**src/rtl/ibex_pkg.sv**
```systemverilog
`default_nettype none
// ============================================================================
// Package : ibex_pkg
// Shared multiply/divide operator encoding and issue-FSM state type.
// Rev     : 1.0
// ============================================================================
package ibex_pkg;

   typedef enum logic [1:0] {
      MD_OP_MULL = 2'd0,
      MD_OP_MULH = 2'd1,
      MD_OP_DIV  = 2'd2,
      MD_OP_REM  = 2'd3
   } md_op_e;

   typedef enum logic [2:0] {
      MD_ISSUE_IDLE  = 3'd0,
      MD_ISSUE_MULT  = 3'd1,
      MD_ISSUE_DIV   = 3'd2,
      MD_ISSUE_DRAIN = 3'd3,
      MD_ISSUE_RESP  = 3'd4
   } md_issue_fsm_e;

   // Longest legitimate divide is 37 cycles; the watchdog must sit above it.
   localparam int unsigned MD_ISSUE_MIN_CYCLES = 40;

endpackage
`default_nettype wire

```
**src/rtl/ibex_multdiv_issue.sv**
```systemverilog
`default_nettype none
// ============================================================================
// Module : ibex_multdiv_issue
// Issues one MUL/DIV request to the multdiv responder and registers the result.
// Rev    : 1.0
// ============================================================================
module ibex_multdiv_issue
   import ibex_pkg::*;
#(
   parameter int unsigned MaxCycles = 64
) (
   input  logic        clk_i,
   input  logic        rst_ni,
   input  logic        req_valid_i,
   output logic        req_ready_o,
   input  md_op_e      req_operator_i,
   input  logic [1:0]  req_signed_mode_i,
   input  logic [31:0] req_op_a_i,
   input  logic [31:0] req_op_b_i,
   input  logic [4:0]  req_rd_i,
   input  logic        flush_i,
   output logic        md_mult_en_o,
   output logic        md_div_en_o,
   output md_op_e      md_operator_o,
   output logic [1:0]  md_signed_mode_o,
   output logic [31:0] md_op_a_o,
   output logic [31:0] md_op_b_o,
   input  logic [31:0] md_result_i,
   input  logic        md_valid_i,
   output logic        rsp_valid_o,
   input  logic        rsp_ready_i,
   output logic [31:0] rsp_result_o,
   output logic [4:0]  rsp_rd_o,
   output logic        busy_o,
   output logic        err_o
);

   localparam int unsigned        c_CNT_W    = $clog2(MaxCycles + 1);
   localparam logic [c_CNT_W-1:0] c_CNT_LAST = c_CNT_W'(MaxCycles - 1);
   localparam logic [c_CNT_W-1:0] c_CNT_MAX  = c_CNT_W'(MaxCycles);

   md_issue_fsm_e      r_state;
   logic [c_CNT_W-1:0] r_cnt;
   md_op_e             r_op;
   logic [1:0]         r_sm;
   logic [31:0]        r_a;
   logic [31:0]        r_b;
   logic [4:0]         r_rd;
   logic [31:0]        r_result;
   logic               r_rsp_valid;

   logic w_accept;
   logic w_busy_md;
   logic w_timeout;
   logic w_op_div;

   // Gating with rst_ni keeps every output low while reset is held.
   assign req_ready_o = rst_ni & ~flush_i &
                        ((r_state == MD_ISSUE_IDLE) |
                         ((r_state == MD_ISSUE_RESP) & rsp_ready_i));
   assign w_accept    = req_valid_i & req_ready_o;
   assign w_busy_md   = (r_state == MD_ISSUE_MULT) | (r_state == MD_ISSUE_DIV) |
                        (r_state == MD_ISSUE_DRAIN);
   assign w_timeout   = w_busy_md & ~md_valid_i & (r_cnt == c_CNT_LAST);
   assign w_op_div    = (r_op == MD_OP_DIV) | (r_op == MD_OP_REM);

   assign md_mult_en_o     = (r_state == MD_ISSUE_MULT) | ((r_state == MD_ISSUE_DRAIN) & ~w_op_div);
   assign md_div_en_o      = (r_state == MD_ISSUE_DIV)  | ((r_state == MD_ISSUE_DRAIN) &  w_op_div);
   assign md_operator_o    = r_op;
   assign md_signed_mode_o = r_sm;
   assign md_op_a_o        = r_a;
   assign md_op_b_o        = r_b;
   assign rsp_valid_o      = r_rsp_valid;
   assign rsp_result_o     = r_result;
   assign rsp_rd_o         = r_rd;
   assign busy_o           = (r_state != MD_ISSUE_IDLE);
   assign err_o            = w_timeout;

   always_ff @(posedge clk_i or negedge rst_ni) begin
      if (!rst_ni) begin
         r_state     <= MD_ISSUE_IDLE;
         r_cnt       <= '0;
         r_op        <= MD_OP_MULL;
         r_sm        <= '0;
         r_a         <= '0;
         r_b         <= '0;
         r_rd        <= '0;
         r_result    <= '0;
         r_rsp_valid <= 1'b0;
      end else begin
         case (r_state)
            MD_ISSUE_IDLE: ;
            MD_ISSUE_MULT, MD_ISSUE_DIV: begin
               // A completion coinciding with a flush is simply discarded.
               if (md_valid_i) begin
                  if (flush_i) begin
                     r_state <= MD_ISSUE_IDLE;
                  end else begin
                     r_result    <= md_result_i;
                     r_rsp_valid <= 1'b1;
                     r_state     <= MD_ISSUE_RESP;
                  end
               end else if (w_timeout) begin
                  r_state <= MD_ISSUE_IDLE;
               end else if (flush_i) begin
                  r_state <= MD_ISSUE_DRAIN;
               end
               if (r_cnt != c_CNT_MAX) r_cnt <= r_cnt + 1'b1;
            end
            MD_ISSUE_DRAIN: begin
               if (md_valid_i || w_timeout) r_state <= MD_ISSUE_IDLE;
               if (r_cnt != c_CNT_MAX) r_cnt <= r_cnt + 1'b1;
            end
            MD_ISSUE_RESP: begin
               if (flush_i || rsp_ready_i) begin
                  r_rsp_valid <= 1'b0;
                  r_state     <= MD_ISSUE_IDLE;
               end
            end
            default: r_state <= MD_ISSUE_IDLE;
         endcase

         // Accept overrides the RESP exit above to allow back-to-back issue.
         if (w_accept) begin
            r_op    <= req_operator_i;
            r_sm    <= req_signed_mode_i;
            r_a     <= req_op_a_i;
            r_b     <= req_op_b_i;
            r_rd    <= req_rd_i;
            r_cnt   <= '0;
            r_state <= ((req_operator_i == MD_OP_DIV) || (req_operator_i == MD_OP_REM)) ?
                       MD_ISSUE_DIV : MD_ISSUE_MULT;
         end
      end
   end

endmodule
`default_nettype wire

```
**config.mk**
```make
export PLATFORM = sky130hd
export DESIGN_NAME = ibex_multdiv_issue
export DESIGN_NICKNAME = d
export VERILOG_FILES = /design/src/rtl/ibex_pkg.sv /design/src/rtl/ibex_multdiv_issue.sv
export SDC_FILE = /design/constraint.sdc
export NUM_CORES = 1
export LEC_CHECK = 0
export BUFFER_PORTS_ARGS = -buffer_cell sky130_fd_sc_hd__buf_2
export CELL_PAD_IN_SITES_DETAIL_PLACEMENT = 1
export CELL_PAD_IN_SITES_GLOBAL_PLACEMENT = 2
export CORE_MARGIN = 2
export CORE_UTILIZATION = 29
export CTS_CLUSTER_DIAMETER = 150
export DETAILED_ROUTE_END_ITERATION = 8
export PLACE_DENSITY_LB_ADDON = 0.1
export SYNTH_ARGS = -nofsm -noshare
export SYNTH_HDL_FRONTEND = slang
export SYNTH_SLANG_ARGS = --single-unit
export TNS_END_PERCENT = 5
```
**constraint.sdc**
```tcl
create_clock -name clk_i -period 2.06 [get_ports clk_i]
set_input_delay 0.515 -clock clk_i [delete_from_list [all_inputs] [get_ports clk_i]]
set_output_delay 0.515 -clock clk_i [all_outputs]
set_load 0.05 [all_outputs]
```
### After elaboration in Yosys (flattened, before gate mapping)

Cells that the tools add are included.

| storage, ports and cells | value |
|---|---|
| register bits | 116 |
| bits of input ports | 111 |
| output and inout bits | 111 |
| word-level logic and storage cells | 74 |

| operators by class | value |
|---|---|
| add/sub/neg operators | 1 |
| equality and inequality tests | 17 |
| muxes and demuxes | 16 |
| bitwise gates (word level) | 17 |
| reduce and logical (&&, ||, !) cells | 14 |

Operators by type and width:

| operator | number |
|---|---|
| $mux W3 | 7 |
| $mux W7 | 3 |
| $pmux W3 S4 | 1 |
| $and A1 B1 Y1 | 8 |
| $eq A2 B2 Y1 const B | 4 |
| $reduce_and A4 Y1 | 2 |
| $add A7 B1 Y7 const B | 1 |
| $eq A7 B6 Y1 const B | 1 |
| $ne A7 B7 Y1 const B | 1 |
| $eq A3 B2 Y1 const B | 2 |
| $ne A2 B2 Y1 const B | 3 |
| $ne A3 B2 Y1 const B | 2 |
| $or A1 B1 Y1 | 6 |
| $reduce_bool A2 Y1 | 3 |
| $ne A5 B5 Y1 const B | 1 |
| $eq A3 B1 Y1 const B | 1 |
| $eq A3 B3 Y1 const B | 1 |
| $logic_not A3 Y1 | 1 |
| $logic_or A1 B1 Y1 | 3 |
| $mux W1 | 3 |
| $not A1 Y1 | 3 |
| $reduce_and A3 Y1 | 1 |
| $reduce_bool A3 Y1 | 1 |
| $reduce_or A3 Y1 | 1 |
| 5 further kinds | 5 |

### Depth between registers and ports, before layout

Gate-level depths: netlist of the first run.

| logic depth | value |
|---|---|
| word-level depth | 9 |
| gate-level depth with buffers | 7 |

### Worst setup path before layout of the first run

No wires, ideal clock.

| timing | value |
|---|---|
| kind | reg-to-output |
| start | register r_cnt[1] |
| end | output err_o |
| data arrival time | 2.157 ns |
| data required time | 1.545 ns |
| path slack | -0.612 ns |
| cell stages (with the launch flop) | 5 |
| buffers on the path | 0 |
| cells stage by stage | dfrtp_1 ha_1 nand3_1 or3_1 nor3_1 |

| between the ends | value |
|---|---|
| cells in the longest elaborated chain, start to end | 2 |

Ends and longest elaborated chain:

| item | RTL line | text |
|---|---|---|
| start, declared | ibex_multdiv_issue.sv:43 | `logic [c_CNT_W-1:0] r_cnt;` |
| start signal, assigned | ibex_multdiv_issue.sv:108 | `if (r_cnt != c_CNT_MAX) r_cnt <= r_cnt + 1'b1;` |
| start signal, assigned | ibex_multdiv_issue.sv:112 | `if (r_cnt != c_CNT_MAX) r_cnt <= r_cnt + 1'b1;` |
| $eq A7 B6 Y1 | ibex_multdiv_issue.sv:64 | `assign w_timeout = w_busy_md & ~md_valid_i & (r_cnt == c_CNT_LAST);` |
| $and A1 B1 Y1 | ibex_multdiv_issue.sv:64 |  |
| end, declared | ibex_multdiv_issue.sv:35 | `output logic err_o` |

Every way passes these cells.

### Worst setup path in the final report of the first run

Ends and elaborated chain as after synthesis.

==> run_results.csv, run 1 <==
group,metric,value,unit
run_status,outcome,"complete, but fails checks",
run_status,violations,"setup timing",
worst_setup_path,start_kind,"flip-flop",
power,leakage,0.00326,uW
hold_path,hp-class,"input port to asynchronous set/reset pin",
worst_setup_path,worst-path-max-fanout,4,
worst_setup_path,critPathCaptureType,"output pin",
power,power_density,1810,nW/um^2
synthesis,syn_nets,411,
worst_setup_path,reg2reg_from,"r_state[2]",
synthesis,synth_area,4530,um^2
sta,hold_viol,0,
synthesis,yosys_most_used_dff,"dfrtp_1",
global_routing,grt_pass1_vias,3585,
cells_and_area,fillerInstances,1664,
sta,fin_skew,0.00545,ns
sta,rsz0062_at_grt,"true",
cells_and_area,drive_above_1_share,51.6,%
worst_setup_path,r2r_cells,4,
global_routing,grt_use_total,14.5,%
cells_and_area,syn_to_final_growth,45.2,%
floorplanning,core,15300,um^2
cells_and_area,finalNonFillerCells,761,
placed_design,port-buffer-count,221,
placed_design,dp.cells,727,
drt,antenna_left,0,
drt,drtIter0Drc,81,
synthesis,synth_warnings,0,
floorplanning,io-pin-count,222,
cts,htree_num_levels,4,
drt,via_per_inst,4.40,
cells_and_area,final_util,43.1,%
drt,dr.pass1.iters,4,
sta,relSlewSlack,56.3,%
sta,fin_crit_sh,110,%
synthesis,synth.distinct_cells,34,
placed_design,dp_hpwl,8490,um
synthesis,avgSynthCellArea,15.2,um^2
floorplanning,initial_utilization,29.7,%
synthesis,syn_inst,298,
global_routing,antenna_found_initial,3,
cells_and_area,fin_nets,648,
global_routing,use_met2,24.3,%
global_routing,gr-usage-met3,4.91,%
synthesis,synth_edf_count,0,
sta,finalSetupViolCount,1,
synthesis,ys_async_sr_fraction,100,%
sta,fmax,0.440,GHz
power,peakVddDrop,812,uV
synthesis,ys_ff_latch,116,
cts,clockBufferDepth,2,
synthesis,synth_top_area_cell,"dfrtp_1",
drt,vias,3350,
cts,hold_buffers,0,
global_routing,use_met1,16.7,%
placed_design,postPlaceCellArea,5950,um^2
global_routing,grt_pass1_wl,18500,um
synthesis,ys_seq_area_share,64.1,%
sta,finalCriticalPeriod,2.27,ns
worst_setup_path,rr_endpoint,"rsp_rd_o[2]",
worst_setup_path,cp_data_arrival_time,1.76,ns
cts,post_cts_buffers,0,
global_routing,overflow,0,
synthesis,post-synth-top-area-fraction,64.1,%
sta,worst_slack,-0.212,ns
power,fin_total_pwr,11900,uW
drt,drt-total-wl,11800,um
worst_setup_path,crit_required,1.54,ns
floorplanning,die_h,129,um
floorplanning,rows,45,
sta,slew_violations,0,
placed_design,gp_congestion,0.760,
cts,clock_sinks,116,
synthesis,synth_common_cells,"dfrtp_1, mux2_1, buf_2, mux2_2, nand2_1",
worst_setup_path,path_class,"flip-flop to output pin",
drt,drc_errors,0,
synthesis,ys_top_cells_by_area,"dfrtp_1, mux2_1, mux2_2",
synthesis,synth_most_common_cell,"dfrtp_1",
cts,cts_tree,"built",
cts,cts_made_buffers,17,
sta,worst_slew_pin_slew,0.656,ns
cts,root_buffer,"clkbuf_16",
floorplanning,die-width,129,um
cts,clkLatencyLatePin,0.40,ns
global_routing,busiest_layer,"met2",
global_routing,grt_start_max_net_pins,117,
run,cap_violations,0,
drt,wl_per_cell,15.5,um
floorplanning,die_area,16600,um^2
cells_and_area,fin_area,6580,um^2
placed_design,post-place-ws,0.0441,ns
cts,path_clk_slew,0.05,ns
worst_setup_path,r2r_slack,0.32,ns
routing by layer:
metal	part of all wire [%]	up-vias
met2	51	129
met5	0	-
met4	1.8	0
met3	7.0	17
li1	-	1543
met1	40	1661
critical path: stages (launching register included):
cell	delay, ns
dfrtp_1	0.35
ha_2	0.19
nand3_2	0.10
or3_4	0.35
nor3_2	0.18
buf_6	0.18
area by class of cell:
type                    instances  area [um^2]  area share [%]
flip-flops and latches        116         2910            44.2
clock inverters                11          134            2.03
repair buffers                231         1220            18.5
multi-input cells             162         1560            23.8
clock buffers                  20          457            6.94
diodes                          3         7.51           0.114
inverters                       7         26.3           0.399
well taps                     211          264            4.01
stage by stage:
stage / hold slack, ns / TNS, ns
final: 0.228 / -0.212
after detailed placement: 0.475 / 0
after floorplan: 0.219 / -0.188
after CTS: 0.302 / -0.271
after global placement: 0.469 / 0
after global routing: 0.275 / -0.295
power by group:
group	internal, uW	leakage [uW]	switching (uW)
Combinational	1290	0.00157	4070
Clock	1940	0.000299	999
Sequential	3190	0.00139	446
layout by cell type, fill, tap and decap left out, types with 2 or more instances in the layout:
cell,netlist,layout
dfrtp_1,116,113
or3_1,5,4
dfrtp_2,0,3
clkbuf_16,0,17
diode_2,0,3
nor2_1,4,4
a31oi_1,3,3
bufinv_16,0,3
nand2_1,8,8
o211ai_1,3,3
inv_1,7,7
clkinv_2,0,7
mux2_2,12,12
o31ai_1,2,2
nand3_1,3,2
buf_2,12,217
nand4_1,2,2
clkbuf_8,0,2
mux2i_1,2,2
a22oi_1,2,2
o21ai_0,3,3
mux2_1,92,92
a21boi_1,2,2
buf_12,0,2
buf_4,0,10
state kept, by name (all words and copies together) (netlist names):
signal and count:
rsp_valid_o 1, r_cnt 7, rsp_result_o 32, rsp_rd_o 5, md_signed_mode_o 2, md_op_a_o 32, r_state 3, md_op_b_o 32
md_operator_o 2
worst max path at each step:
stage / slack (ns) / depth (start not counted) / startpoint / endpoint
final: -0.21 / 5 / r_cnt[1] / err_o
after global routing: -0.28 / 5 / r_cnt[0] / err_o
after CTS: -0.27 / 5 / r_cnt[0] / err_o
after detailed placement: 0.04 / 5 / r_cnt[0] / err_o
after global placement: 0.06 / 5 / r_cnt[0] / err_o
after floorplan: -0.19 / 4 / r_cnt[1] / err_o
what timing repair did:
item / 4_1_cts / 5_1_grt
gates resized for setup: 9 / 2
pin swaps: 3 / 1
setup endpoints to repair: 3 / 3
cloned: 0 / 0
cells by family after synthesis:
family / Yosys count / share of synthesized area, %
DFF: 116 / 64.1
and+or+nand+nor: 31 / 3.54
buffers and inverters: 20 / 1.99
adders and majority gates: 2 / 0.552
xor gates and xnor gates: 1 / 0.193
muxes: 106 / 26.3
AOI/OAI and AO/OA: 22 / 3.34
Power figures use the tool's default switching activity.
==> run 2, diff against run 1 <==
- SETUP_SLACK_MARGIN: default -> 0.15
==> run_results.csv, run 2 (synthesized netlist as in run 1, its figures left out) <==
group,metric,value,unit
placed_design,dp_hpwl,8490,um
sta,finalCriticalPeriod,2.28,ns
floorplanning,die-width,129,um
floorplanning,core,15300,um^2
sta,fin_crit_sh,111,%
worst_setup_path,r2r_cells,4,
power,fin_total_pwr,12000,uW
run_status,violations,"setup timing",
global_routing,antenna_found_initial,3,
cts,cts_made_buffers,17,
cells_and_area,drive_above_1_share,52.1,%
drt,antenna_left,0,
power,peakVddDrop,812,uV
drt,drt-total-wl,11900,um
drt,vias,3348,
drt,drtIter0Drc,84,
drt,dr.pass1.iters,4,
worst_setup_path,path_class,"flip-flop to output pin",
drt,drc_errors,0,
worst_setup_path,crit_required,1.54,ns
global_routing,overflow,0,
sta,finalSetupViolCount,1,
sta,fin_setup_tns,-0.216,ns
drt,wl_per_cell,15.6,um
cells_and_area,mostFrequentLayoutCell,"buf_2",
run,cap_violations,0,
sta,worst_slack,-0.216,ns
placed_design,gp_congestion,0.760,
sta,fin_skew,0.00545,ns
global_routing,grt_pass1_wl,18500,um
worst_setup_path,worst-path-max-fanout,4,
cells_and_area,layout_common_cells,"buf_2, dfrtp_1, mux2_1",
cells_and_area,finalNonFillerCells,761,
worst_setup_path,cp_data_arrival_time,1.76,ns
cts,cts_tree,"built",
global_routing,grt_use_total,14.6,%
sta,relSlewSlack,56.2,%
placed_design,dp.cells,727,
floorplanning,io-pin-count,222,
cts,root_buffer,"clkbuf_16",
cts,post_cts_buffers,0,
sta,rsz0062_at_grt,"true",
sta,slew_violations,0,
cells_and_area,syn_to_final_growth,46.2,%
sta,hold_viol,0,
cells_and_area,fillerInstances,1659,
worst_setup_path,start_kind,"flip-flop",
floorplanning,initial_utilization,29.7,%
power,leakage,0.00327,uW
placed_design,port-buffer-count,221,
sta,fmax,0.439,GHz
power,power_density,1810,nW/um^2
cts,htree_num_levels,4,
hold_path,hp-class,"input port to asynchronous set/reset pin",
cells_and_area,fin_nets,648,
worst_setup_path,critPathCaptureType,"output pin",
global_routing,grt_pass1_vias,3594,
cts,hold_buffers,0,
drt,via_per_inst,4.40,
floorplanning,die_area,16600,um^2
floorplanning,die_h,129,um
global_routing,grt_start_max_net_pins,117,
cts,clkLatencyLatePin,0.40,ns
cts,clockBufferDepth,2,
sta,worst_slew_pin_slew,0.657,ns
floorplanning,rows,45,
cts,path_clk_slew,0.05,ns
run_status,outcome,"complete, but fails checks",
cts,clock_sinks,116,
[run 2: cell count changes in the layout (fill, tap and decap cells not counted)]
cell,before,now
buf_8,0,2
buf_2,217,215
nand2b_4,0,1
and3_1,1,0
clkbuf_4,1,0
nand2b_1,1,0
buf_6,1,3
buf_4,10,9
or3_1,4,3
and3_4,0,1
or3_4,1,2
[run 2: layout make-up]
cell class              instances  area [um^2]  area share [%]
flip-flops and latches        116         2910            43.9
clock inverters                11          134            2.02
diodes                          3         7.51           0.113
well taps                     211          264            3.99
inverters                       7         26.3           0.397
clock buffers                  20          457            6.89
multi-input cells             162         1580            23.9
repair buffers                231         1250            18.8
[run 2: final timing paths]
| kind | endpoint | startpoint | slack [ns] |
|---|---|---|---|
| setup reg to reg | rsp_rd_o[2] | r_state[2] | 0.35 |
| max in group asynchronous | r_state[2] | rst_ni | 1.28 |
| min in group clk_i | rsp_result_o[15] | md_result_i[15] | 0.32 |
| setup / recovery | err_o | r_cnt[1] | -0.22 |
| hold / removal | md_op_a_o[6] | rst_ni | 0.23 |
| hold reg to reg | md_op_a_o[30] | md_op_a_o[30] | 0.48 |
[run 2: worst max-delay path, stage by stage (launching register included)]
cell and delay, ns:
dfrtp_1 0.35, ha_2 0.19, nand3_2 0.10, or3_4 0.35, nor3_2 0.18, buf_6 0.18
[run 2: layer usage]
metal	part of all wire, %	up-vias	global-route usage (%)
li1	-	1542	-
met3	7.0	17	4.95
met1	40	1662	16.6
met2	51	127	24.5
met5	0	-	0
met4	1.9	0	7.35
[run 2: through the flow]
stage	worst slack [ns]	instance area [um^2]	hold slack, ns	util, %
final	-0.216	6620	0.228	43.4
after global routing	-0.293	6620	0.275	43.4
after CTS	-0.271	6600	0.302	43.3
after detailed placement	0.0441	5950	0.475	39.0
after global placement	0.0624	5950	0.469	39.0
after floorplan	-0.188	4540	0.219	-
[run 2: repair_timing]
item / in CTS / in global routing
setup endpoints to repair: 5 / 5
gates resized for setup: 19 / 3
pin swaps: 5 / 5
[run 2: report_power, final]
part	total [uW]	switching, uW	internal (uW)
Clock	2940	1000	1940
Combinational	5400	4080	1320
Sequential	3630	446	3190
Total	12000	5520	6460
==> run 3, diff against run 2 <==
- SETUP_SLACK_MARGIN: 0.15 -> 0.1
==> run_results.csv, run 3 (synthesized netlist as in run 1, its figures left out) <==
group,metric,value,unit
worst_setup_path,path_class,"flip-flop to output pin",
floorplanning,rows,45,
sta,finalSetupViolCount,1,
power,p_sw,5520,uW
worst_setup_path,crit_required,1.54,ns
global_routing,grt_pass1_wl,18500,um
cells_and_area,seq_area,2910,um^2
cts,clockBufferDepth,2,
cells_and_area,drive_above_1_share,52.1,%
placed_design,gp_congestion,0.760,
drt,via_per_inst,4.41,
worst_setup_path,cp_data_arrival_time,1.76,ns
cells_and_area,layout_common_cells,"buf_2, dfrtp_1, mux2_1",
power,power_density,1810,nW/um^2
cells_and_area,fin_area,6620,um^2
sta,fin_crit_sh,110,%
run_status,outcome,"complete, but fails checks",
drt,drtIter0Drc,80,
placed_design,postPlaceCellArea,5950,um^2
run_status,violations,"setup timing",
cts,clkLatencyLatePin,0.40,ns
sta,worst_slack,-0.214,ns
global_routing,grt_pass1_vias,3592,
sta,slew_violations,0,
cells_and_area,multi_input_area,1580,um^2
cts,cts_made_buffers,17,
drt,drc_errors,0,
power,leakage,0.00327,uW
sta,relSlewSlack,56.2,%
power,seqPwrFrac,30.4,%
global_routing,overflow,0,
drt,wl_per_cell,15.6,um
cells_and_area,syn_to_final_growth,46.1,%
drt,drt-total-wl,11900,um
global_routing,antenna_found_initial,3,
placed_design,dp_hpwl,8490,um
global_routing,grt_use_total,14.6,%
power,internal_power,6450,uW
floorplanning,io-pin-count,222,
floorplanning,core,15300,um^2
cts,htree_num_levels,4,
floorplanning,die-width,129,um
cells_and_area,fillerInstances,1658,
floorplanning,die_area,16600,um^2
cts,clock_sinks,116,
worst_setup_path,start_kind,"flip-flop",
worst_setup_path,reg2reg_from,"r_state[2]",
drt,vias,3358,
drt,antenna_left,0,
cts,post_cts_buffers,0,
power,clock_power_share,24.6,%
power,p_sw_share,46.1,%
global_routing,grt_start_max_net_pins,117,
cts,root_buffer,"clkbuf_16",
power,fin_total_pwr,12000,uW
placed_design,port-buffer-count,221,
sta,rsz0062_at_grt,"true",
run,cap_violations,0,
cells_and_area,fin_nets,648,
worst_setup_path,critPathCaptureType,"output pin",
worst_setup_path,critPathLaunch,"r_cnt[1]",
worst_setup_path,worst-path-max-fanout,4,
sta,finalCriticalPeriod,2.27,ns
hold_path,hp-class,"input port to asynchronous set/reset pin",
power,peakVddDrop,812,uV
drt,dr.pass1.iters,4,
sta,worst_slew_pin_slew,0.657,ns
sta,fmax,0.440,GHz
cells_and_area,mostFrequentLayoutCell,"buf_2",
cts,path_clk_slew,0.05,ns
power,p_comb_share,45.1,%
floorplanning,initial_utilization,29.7,%
sta,hold_viol,0,
sta,fin_skew,0.00545,ns
cts,cts_tree,"built",
floorplanning,die_h,129,um
run 3: critical path: stages (launching register included):
cell and delay, ns:
dfrtp_1 0.35, ha_2 0.19, nand3_2 0.10, or3_4 0.35, nor3_2 0.18, buf_6 0.18
run 3: power groups by stage:
stage                     clock (uW)  sequential, uW  combinational, uW
after detailed placement           0            3670               5420
after global placement             0            3620               5380
after floorplan                    0            6740                885
after CTS                       3050            3650               5460
after global routing            3120            3770               5660
final                           2940            3630               5400
run 3: metrics by stage:
step	hold WS, ns	util [%]	setup slack (ns)	cells	TNS (ns)
after CTS	0.302	43.2	-0.271	758	-0.271
final	0.228	43.4	-0.214	761	-0.214
after global placement	0.469	39.0	0.0624	727	0
after detailed placement	0.475	39.0	0.0441	727	0
after global routing	0.275	43.4	-0.293	761	-0.293
after floorplan	0.219	-	-0.188	298	-0.188
run 3: routing by layer:
layer / track usage [%] / up-vias / wire (um)
met1: 16.6 / 1669 / 4760
li1: - / 1543 / -
met4: 7.35 / 0 / 222
met2: 24.5 / 129 / 6050
met5: 0 / - / 0
met3: 4.95 / 17 / 827
run 3: area by class of cell:
class | instances | share of cell area (%)
repair buffers | 231 | 18.7
well taps | 211 | 3.99
clock inverters | 11 | 2.02
flip-flops and latches | 116 | 43.9
diodes | 3 | 0.113
multi-input cells | 162 | 23.9
clock buffers | 20 | 6.90
inverters | 7 | 0.397
run 3: worst paths after layout:
path / slack [ns] / endpoint / cells past startpoint
setup / recovery: -0.21 / err_o / 5
hold / removal: 0.23 / md_op_a_o[6] / 2
setup reg to reg: 0.35 / rsp_rd_o[2] / 4
hold reg to reg: 0.48 / md_op_a_o[30] / 1
max in group asynchronous: 1.28 / r_state[2] / 2
min in group clk_i: 0.32 / rsp_result_o[15] / 2
run 3: timing repair:
item | CTS | global route
gates resized for setup | 17 | 3
pin swaps | 4 | 4
hold buffers | 0 | 0
setup endpoints to repair | 4 | 4
endpoints found under the hold margin | 0 | 0
